`src/rtl/word_stack_shiftreg.sv`:
```
// word_stack_shiftreg: DEPTH x WIDTH operand stack as a word-wide shift chain, entry 0 = top.
// Define WSTACK_ROT_EN to make opcode 111 a ROT of the top three entries; otherwise 111 is a NOP.
module word_stack_shiftreg #(
    parameter int WIDTH = 4,
    parameter int DEPTH = 8,
    localparam int CW = $clog2(DEPTH + 1)
) (
    input  logic             clk,
    input  logic             rst,
    input  logic             en,
    input  logic [2:0]       op,
    input  logic [WIDTH-1:0] d,
    output logic [WIDTH-1:0] top,
    output logic [WIDTH-1:0] second,
    output logic [CW-1:0]    count,
    output logic             empty,
    output logic             full,
    output logic             ovf,
    output logic             unf,
    output logic             err
);
    localparam logic [2:0] OP_PUSH = 3'd1, OP_POP = 3'd2, OP_DUP = 3'd3, OP_SWAP = 3'd4,
                           OP_OVER = 3'd5, OP_REPL = 3'd6, OP_ROT = 3'd7;

    logic [WIDTH-1:0] s   [DEPTH];
    logic [WIDTH-1:0] nxt [DEPTH];
    logic [CW-1:0]    nc;
    logic             need1, need2, need3, pushes, unf_c, ovf_c, ok;
    logic [WIDTH-1:0] pv;

    assign need1  = op == OP_POP || op == OP_DUP || op == OP_REPL;
    assign need2  = op == OP_SWAP || op == OP_OVER;
`ifdef WSTACK_ROT_EN
    assign need3  = op == OP_ROT;
`else
    assign need3  = 1'b0;
`endif
    assign pushes = op == OP_PUSH || op == OP_DUP || op == OP_OVER;
    // Operand shortage is reported in preference to lack of space.
    assign unf_c  = en && ((need1 && count == '0) || (need2 && count < CW'(2)) ||
                           (need3 && count < CW'(3)));
    assign ovf_c  = en && !unf_c && pushes && count == CW'(DEPTH);
    assign ok     = en && !unf_c && !ovf_c;
    assign pv     = op == OP_PUSH ? d : op == OP_DUP ? s[0] : s[1];

    always_comb begin
        nxt = s;
        nc  = count;
        if (ok) begin
            if (pushes) begin
                for (int i = DEPTH - 1; i > 0; i--) nxt[i] = s[i-1];
                nxt[0] = pv;
                nc     = count + CW'(1);
            end else if (op == OP_POP) begin
                for (int i = 0; i < DEPTH - 1; i++) nxt[i] = s[i+1];
                nxt[DEPTH-1] = '0;
                nc           = count - CW'(1);
            end else if (op == OP_SWAP) begin
                nxt[0] = s[1];
                nxt[1] = s[0];
            end else if (op == OP_REPL) begin
                nxt[0] = d;
            end else if (need3) begin
                nxt[0] = s[2];
                nxt[1] = s[0];
                nxt[2] = s[1];
            end
        end
    end

    always_ff @(posedge clk) begin
        if (rst) begin
            for (int i = 0; i < DEPTH; i++) s[i] <= '0;
            count <= '0;
            empty <= 1'b1;
            full  <= 1'b0;
            ovf   <= 1'b0;
            unf   <= 1'b0;
            err   <= 1'b0;
        end else begin
            s     <= nxt;
            count <= nc;
            empty <= nc == '0;
            full  <= nc == CW'(DEPTH);
            ovf   <= ovf_c;
            unf   <= unf_c;
            err   <= err | ovf_c | unf_c;
        end
    end

    assign top    = s[0];
    assign second = s[1];
endmodule

```
`config.mk`:
```
export PLATFORM = sky130hd
export DESIGN_NAME = word_stack_shiftreg
export DESIGN_NICKNAME = d
export VERILOG_FILES = /design/src/rtl/word_stack_shiftreg.sv
export SDC_FILE = /design/constraint.sdc
export NUM_CORES = 1
export LEC_CHECK = 0
export ABC_AREA = 1
export BUFFER_PORTS_ARGS = -buffer_cell sky130_fd_sc_hd__buf_2
export CAP_MARGIN = 20
export CORE_UTILIZATION = 25
export DETAILED_ROUTE_END_ITERATION = 7
export GPL_ROUTABILITY_DRIVEN = 0
export SYNTH_ARGS = -nofsm -noshare
export SYNTH_HDL_FRONTEND = slang
export SYNTH_SLANG_ARGS = --single-unit
```
`constraint.sdc`:
```
create_clock -name clk -period 1.55 [get_ports clk]
set_input_delay 0.2325 -clock clk [delete_from_list [all_inputs] [get_ports clk]]
set_output_delay 0.2325 -clock clk [all_outputs]
set_load 0.02 [all_outputs]
```
Word level (Yosys, flattened, before mapping). Index checks and enable logic that the tools add are counted.

Bits in registers: 41. Input port bits: 10. Output and inout bits: 17. Word-level logic and storage cells: 61.

Add/subtract/negate cells: 2. Magnitude comparators: 1. Eq/ne operators: 9. Multiplexer cells: 10. Bitwise operators: 2. Reductions and logical operators: 23.

Operators by type and width (count): 2-to-1 mux 32 bit (1); 2-to-1 mux 4 bit (6); 2-to-1 mux 20 bit (1); 2-to-1 mux 12 bit (1); equality test 3 bit (second input constant) (3); equality test 4 bit (second input constant) (2); logical NOT 4 bit (2); 2-to-1 mux 8 bit (1); logical AND 1 bit (7); equality test 3 x 2 -> 1 bit (second input constant) (2); logical OR 1 bit (6); adder 4 x 1 -> 4 bit (second input constant) (1); less-than comparator 4 x 2 -> 1 bit (second input constant) (1); AND reduction 2 bit (2); nonzero test 4 bit (1); subtractor 4 x 1 -> 4 bit (second input constant) (1); equality test 3 x 1 -> 1 bit (second input constant) (1); != test 3 x 2 -> 1 bit (second input constant) (1); AND reduction 3 bit (1); nonzero test 3 bit (1); logical NOT 1 bit (2); OR 1 bit (2); nonzero test 2 bit (1).

Logic depth before layout (Yosys ltp).
Depth after elaboration: 14. Depth in mapped cells: 14. Depth with buffers taken out: 14.

Worst setup path after synthesis. OpenSTA, ideal clock, no wires.

Path kind: register to register. Start: register count[0]. End: register s[16] in the netlist's numbering. Library setup time: 119 ps. Arrival: 1747 ps. Data required time: 1431 ps. Slack: -317 ps. Stages on the path, launching flop included: 12. Buffers on the path: 1. Period minus slack after synthesis: 1867 ps. Cells stage by stage: dfxtp_1 > inv_1 > ha_1 > nand2_1 > nor2_1 > nand2_1 > nand3_2 > nor2_8 > nand2_4 > buf_2 > o21ai_0 > a21oi_1.

Longest elaborated chain between the ends: 11. Elaborated cells on any way between the ends: 14. Those cells by class: order compare (1); eq/ne (1); reduce/logical (12).

RTL lines: start, declared (RTL line 15) `output logic [CW-1:0] count,`; start signal, assigned (RTL line 82) `count <= nc;`; less-than comparator 4 x 2 -> 1 bit or logical NOT 4 bit (tied branches) (RTL line 40) `assign unf_c = en && ((need1 && count == '0) || (need2 && count < CW'(2)) ||`; logical AND 1 bit (RTL line 40); logical OR 1 bit (RTL line 40); logical AND 1 bit (RTL line 40); logical NOT 1 bit (RTL line 42, 43); logical AND 1 bit (RTL line 42, 43); logical AND 1 bit (2 in series) (RTL line 42) `assign ovf_c = en && !unf_c && pushes && count == CW'(DEPTH);`; logical NOT 1 bit (RTL line 43) `assign ok = en && !unf_c && !ovf_c;`; logical AND 1 bit * (RTL line 43); AND reduction 2 bit (no source line) *; end signal, assigned (RTL line 81) `s <= nxt;`; end, declared (RTL line 25) `logic [WIDTH-1:0] s [DEPTH];`.

Mark *: on every way between the ends. The rest lies on a longest branch, timed or not. A chain may end at the register's enable or synchronous reset.

Worst setup path after layout.
Start: register count[1]. End: register s (netlist bit top[3]).

Longest elaborated chain between the ends: 11. Elaborated cells on any way between the ends: 14. Those cells by class: order compare (1); eq/ne (1); reduce/logical (12).

RTL lines (RTL line): less-than comparator 4 x 2 -> 1 bit or logical NOT 4 bit (tied branches) (40); logical AND 1 bit (40); logical OR 1 bit (40); logical AND 1 bit (40); logical NOT 1 bit (42, 43); logical AND 1 bit (42, 43); logical AND 1 bit (2 in series) (42); logical NOT 1 bit (43); logical AND 1 bit * (43); AND reduction 3 bit (no source line) *.

Marked as above.

==> impl_metrics.toml <==
[outcome]
status = "complete, but fails checks"
violations = "negative setup slack"

[routing]
first_pass_iters = 4
antenna_left = 0
drc = 0
vias = 2202
vias_per_cell = 4.62
drt-wirelength-per-cell_um = 11.3
routed_wl_um = 5400
drtIter0Drc = 120

[finish]
final_util_pct = 33.8
final_cells = 477
final_common_cell = "nand2_1"
drive_gt1_share_pct = 25.8
insertedDiodeCount = 0
fin_nets = 384
synthToLayoutAreaGrowth_pct = 28.6
final_cell_mix = "nand2_1, inv_1, dfxtp_1"

[clock_tree]
worstSkewPairLatency_ns = 0.30
h-tree-depth = 2
cts_tree = "done"
cts_sinks = 41
clk_pin_slew_ns = 0.08
cts_buffer_depth = 2
root_buffer = "clkbuf_8"
cts_buffers = 5
postCtsHoldBufs = 0

[sta]
worstMarginPinSlew_ns = 0.343
fin_crit_sh_pct = 103
setup-tns-final_ns = -0.162
period_needed_ns = 1.60
clock.fmax_mhz = 625
fin_skew_ns = 0.0110
hold_viol = 0
rsz0062_at_grt = "yes"
setup_viol = 14
slew_viol_final = 0
setup_ws_ns = -0.0490
slew_headroom_pct = 77.1

[floorplanning]
coreArea_um2 = 8340
initial_utilization_pct = 26.3
ios = 27
rows = 33
dieArea_um2 = 9140
die_x_um = 95.6
fp.dieH_um = 95.6

[logic_synthesis]
ys_warn_count = 0
ys_ff_latch = 41
syn-num-nets = 347
ys_seq_area_share_pct = 37.5
netlist-cell-type-count = 23
syn_inst = 334
syn_avg_cell_area_um2 = 6.56
syn_area_um2 = 2190

[critical_path]
crit_arrival_ns = 1.83
cp-start-kind = "flip-flop"
worstPathMaxFanout = 5
r2r_end = "top[3]"
crit_chain = "inv_4, ha_4, nand2_4, nor2_4, nand2_2, nand3_4, nor2_8, buf_12, o21ai_4, inv_2, o21ai_1, nor2_1"
reg2reg_from = "count[1]"
cp.required_ns = 1.78
ff2ff_setup_slack_ns = -0.05
critPathKind = "flip-flop to flip-flop"
max_stage_delay_ns = 0.37
worst_path_max_delay_cell = "dfxtp_4"
end_kind = "flip-flop"
reg2reg_depth = 12

[place]
io_buffers = 26
place_inst = 465
dp_hpwl_um = 3850

[global_routing]
antenna_found_initial = 0
gr-total-overflow = 0
grt_max_degree = 37
grt_pass1_wl_um = 8940
track_usage_pct = 12.4
grt_pass1_vias = 2063

[worst_hold_path]
holdCritPathClass = "input port to flip-flop"
hold_depth = 3
hold_path_startpoint = "en"
min_to = "unf"

[power_and_ir_drop]
p_seq_share_pct = 43.7
power_mw = 2.66
swShare_pct = 29.3
powerDensity_nw_per_um2 = 945
p_int_mw = 1.88
power.share.clock_pct = 33.9
vdd_ir_drop_max_mv = 0.409
p_switching_mw = 0.781
cellLeakagePower_nw = 1.26
power_frac_comb_pct = 22.4

[flow_run]
drv_cap = 0
-- layout make-up --
class	count	area, um2
Sequential cell	41	831
Fill cell	896	5520
Tap cell	105	131
Multi-Input combinational cell	225	1180
Clock buffer	6	82.6
Timing Repair Buffer	52	379
Inverter	46	178
Clock inverter	2	37.5
-- stage by stage --
stage	setup slack (ns)	cell area (um2)	hold WS, ns
2_1_floorplan	-0.0671	2230	0.353
3_3_place_gp	-0.0697	2550	0.456
3_5_place_dp	-0.0837	2550	0.458
4_1_cts	-0.0336	2700	0.200
5_1_grt	-0.132	2820	0.244
6_report	-0.0490	2820	0.220
-- per-layer routing --
metal / vias up / global-route usage [%] / routed length, um
met3: 8 / 3.03 / 194
met2: 29 / 22.6 / 2650
met1: 1025 / 14.2 / 2490
met4: 0 / 3.73 / 64
li1: 1140 / - / -
met5: - / 0 / 0
-- worst max path at each step --
stage                     endpoint  slack (ns)  startpoint  cells after the start
after floorplan              s[20]       -0.07    count[0]                     11
after global placement      top[2]       -0.07       op[2]                     11
after detailed placement    top[0]       -0.08    count[1]                     12
after CTS                    empty       -0.03    count[1]                     13
after global routing         s[10]       -0.13    count[1]                     11
final                       top[3]       -0.05    count[1]                     12
-- Yosys cell counts (all sizes together) --
master	number	area (um2)
xor2	1	8.76
o21ai	56	284
nand2	76	295
o22ai	8	50.1
clkbuf	6	22.5
nand3	12	70.1
a21oi	34	170
nor2	32	136
buf	17	110
dfxtp	41	821
inv	46	173
nand4	2	12.5
ha	3	37.5
-- state kept, by name, indices dropped and copies added (netlist names) --
| register | count |
|---|---|
| count | 4 |
| empty | 1 |
| err | 1 |
| full | 1 |
| ovf | 1 |
| s | 24 |
| second | 4 |
| top | 4 |
| unf | 1 |
-- what timing repair did --
action / CTS / global route
gates resized for setup: 9 / 26
buffers inserted: 1 / 1
pin swaps: 6 / 15
endpoints found under the setup margin: 33 / 36
cloned: 1 / 1
-- cells by family (layout without fill, tap and decap cells) --
logic type               after synthesis  count (layout)  share of synthesized area (%)
adder cells (fa/ha/maj)                3               3                           1.71
AND/OR/NAND/NOR                      122             123                           23.5
flip-flops                            41              41                           37.5
buffers and inverters                 69             106                           13.9
AO/OA/AOI/OAI                         98              98                           23.0
XOR/XNOR                               1               1                          0.400
-- power by group through the flow --
stage | sequential (mW) | clock (mW) | combinational (mW)
2_1_floorplan | 1.20 | 0 | 0.366
3_3_place_gp | 1.18 | 0 | 0.527
3_5_place_dp | 1.18 | 0 | 0.536
4_1_cts | 1.16 | 0.919 | 0.550
5_1_grt | 1.17 | 0.968 | 0.667
6_report | 1.16 | 0.903 | 0.597
-- worst max-delay path, delay by kind of cell (launching register included) --
family                   cells  cell delay, ns
buffers and inverters        3            0.29
AO/OA/AOI/OAI                2            0.15
adder cells (fa/ha/maj)      1            0.15
AND/OR/NAND/NOR              6            0.57
flip-flops                   1            0.37
(Power assumes the default switching activity.)
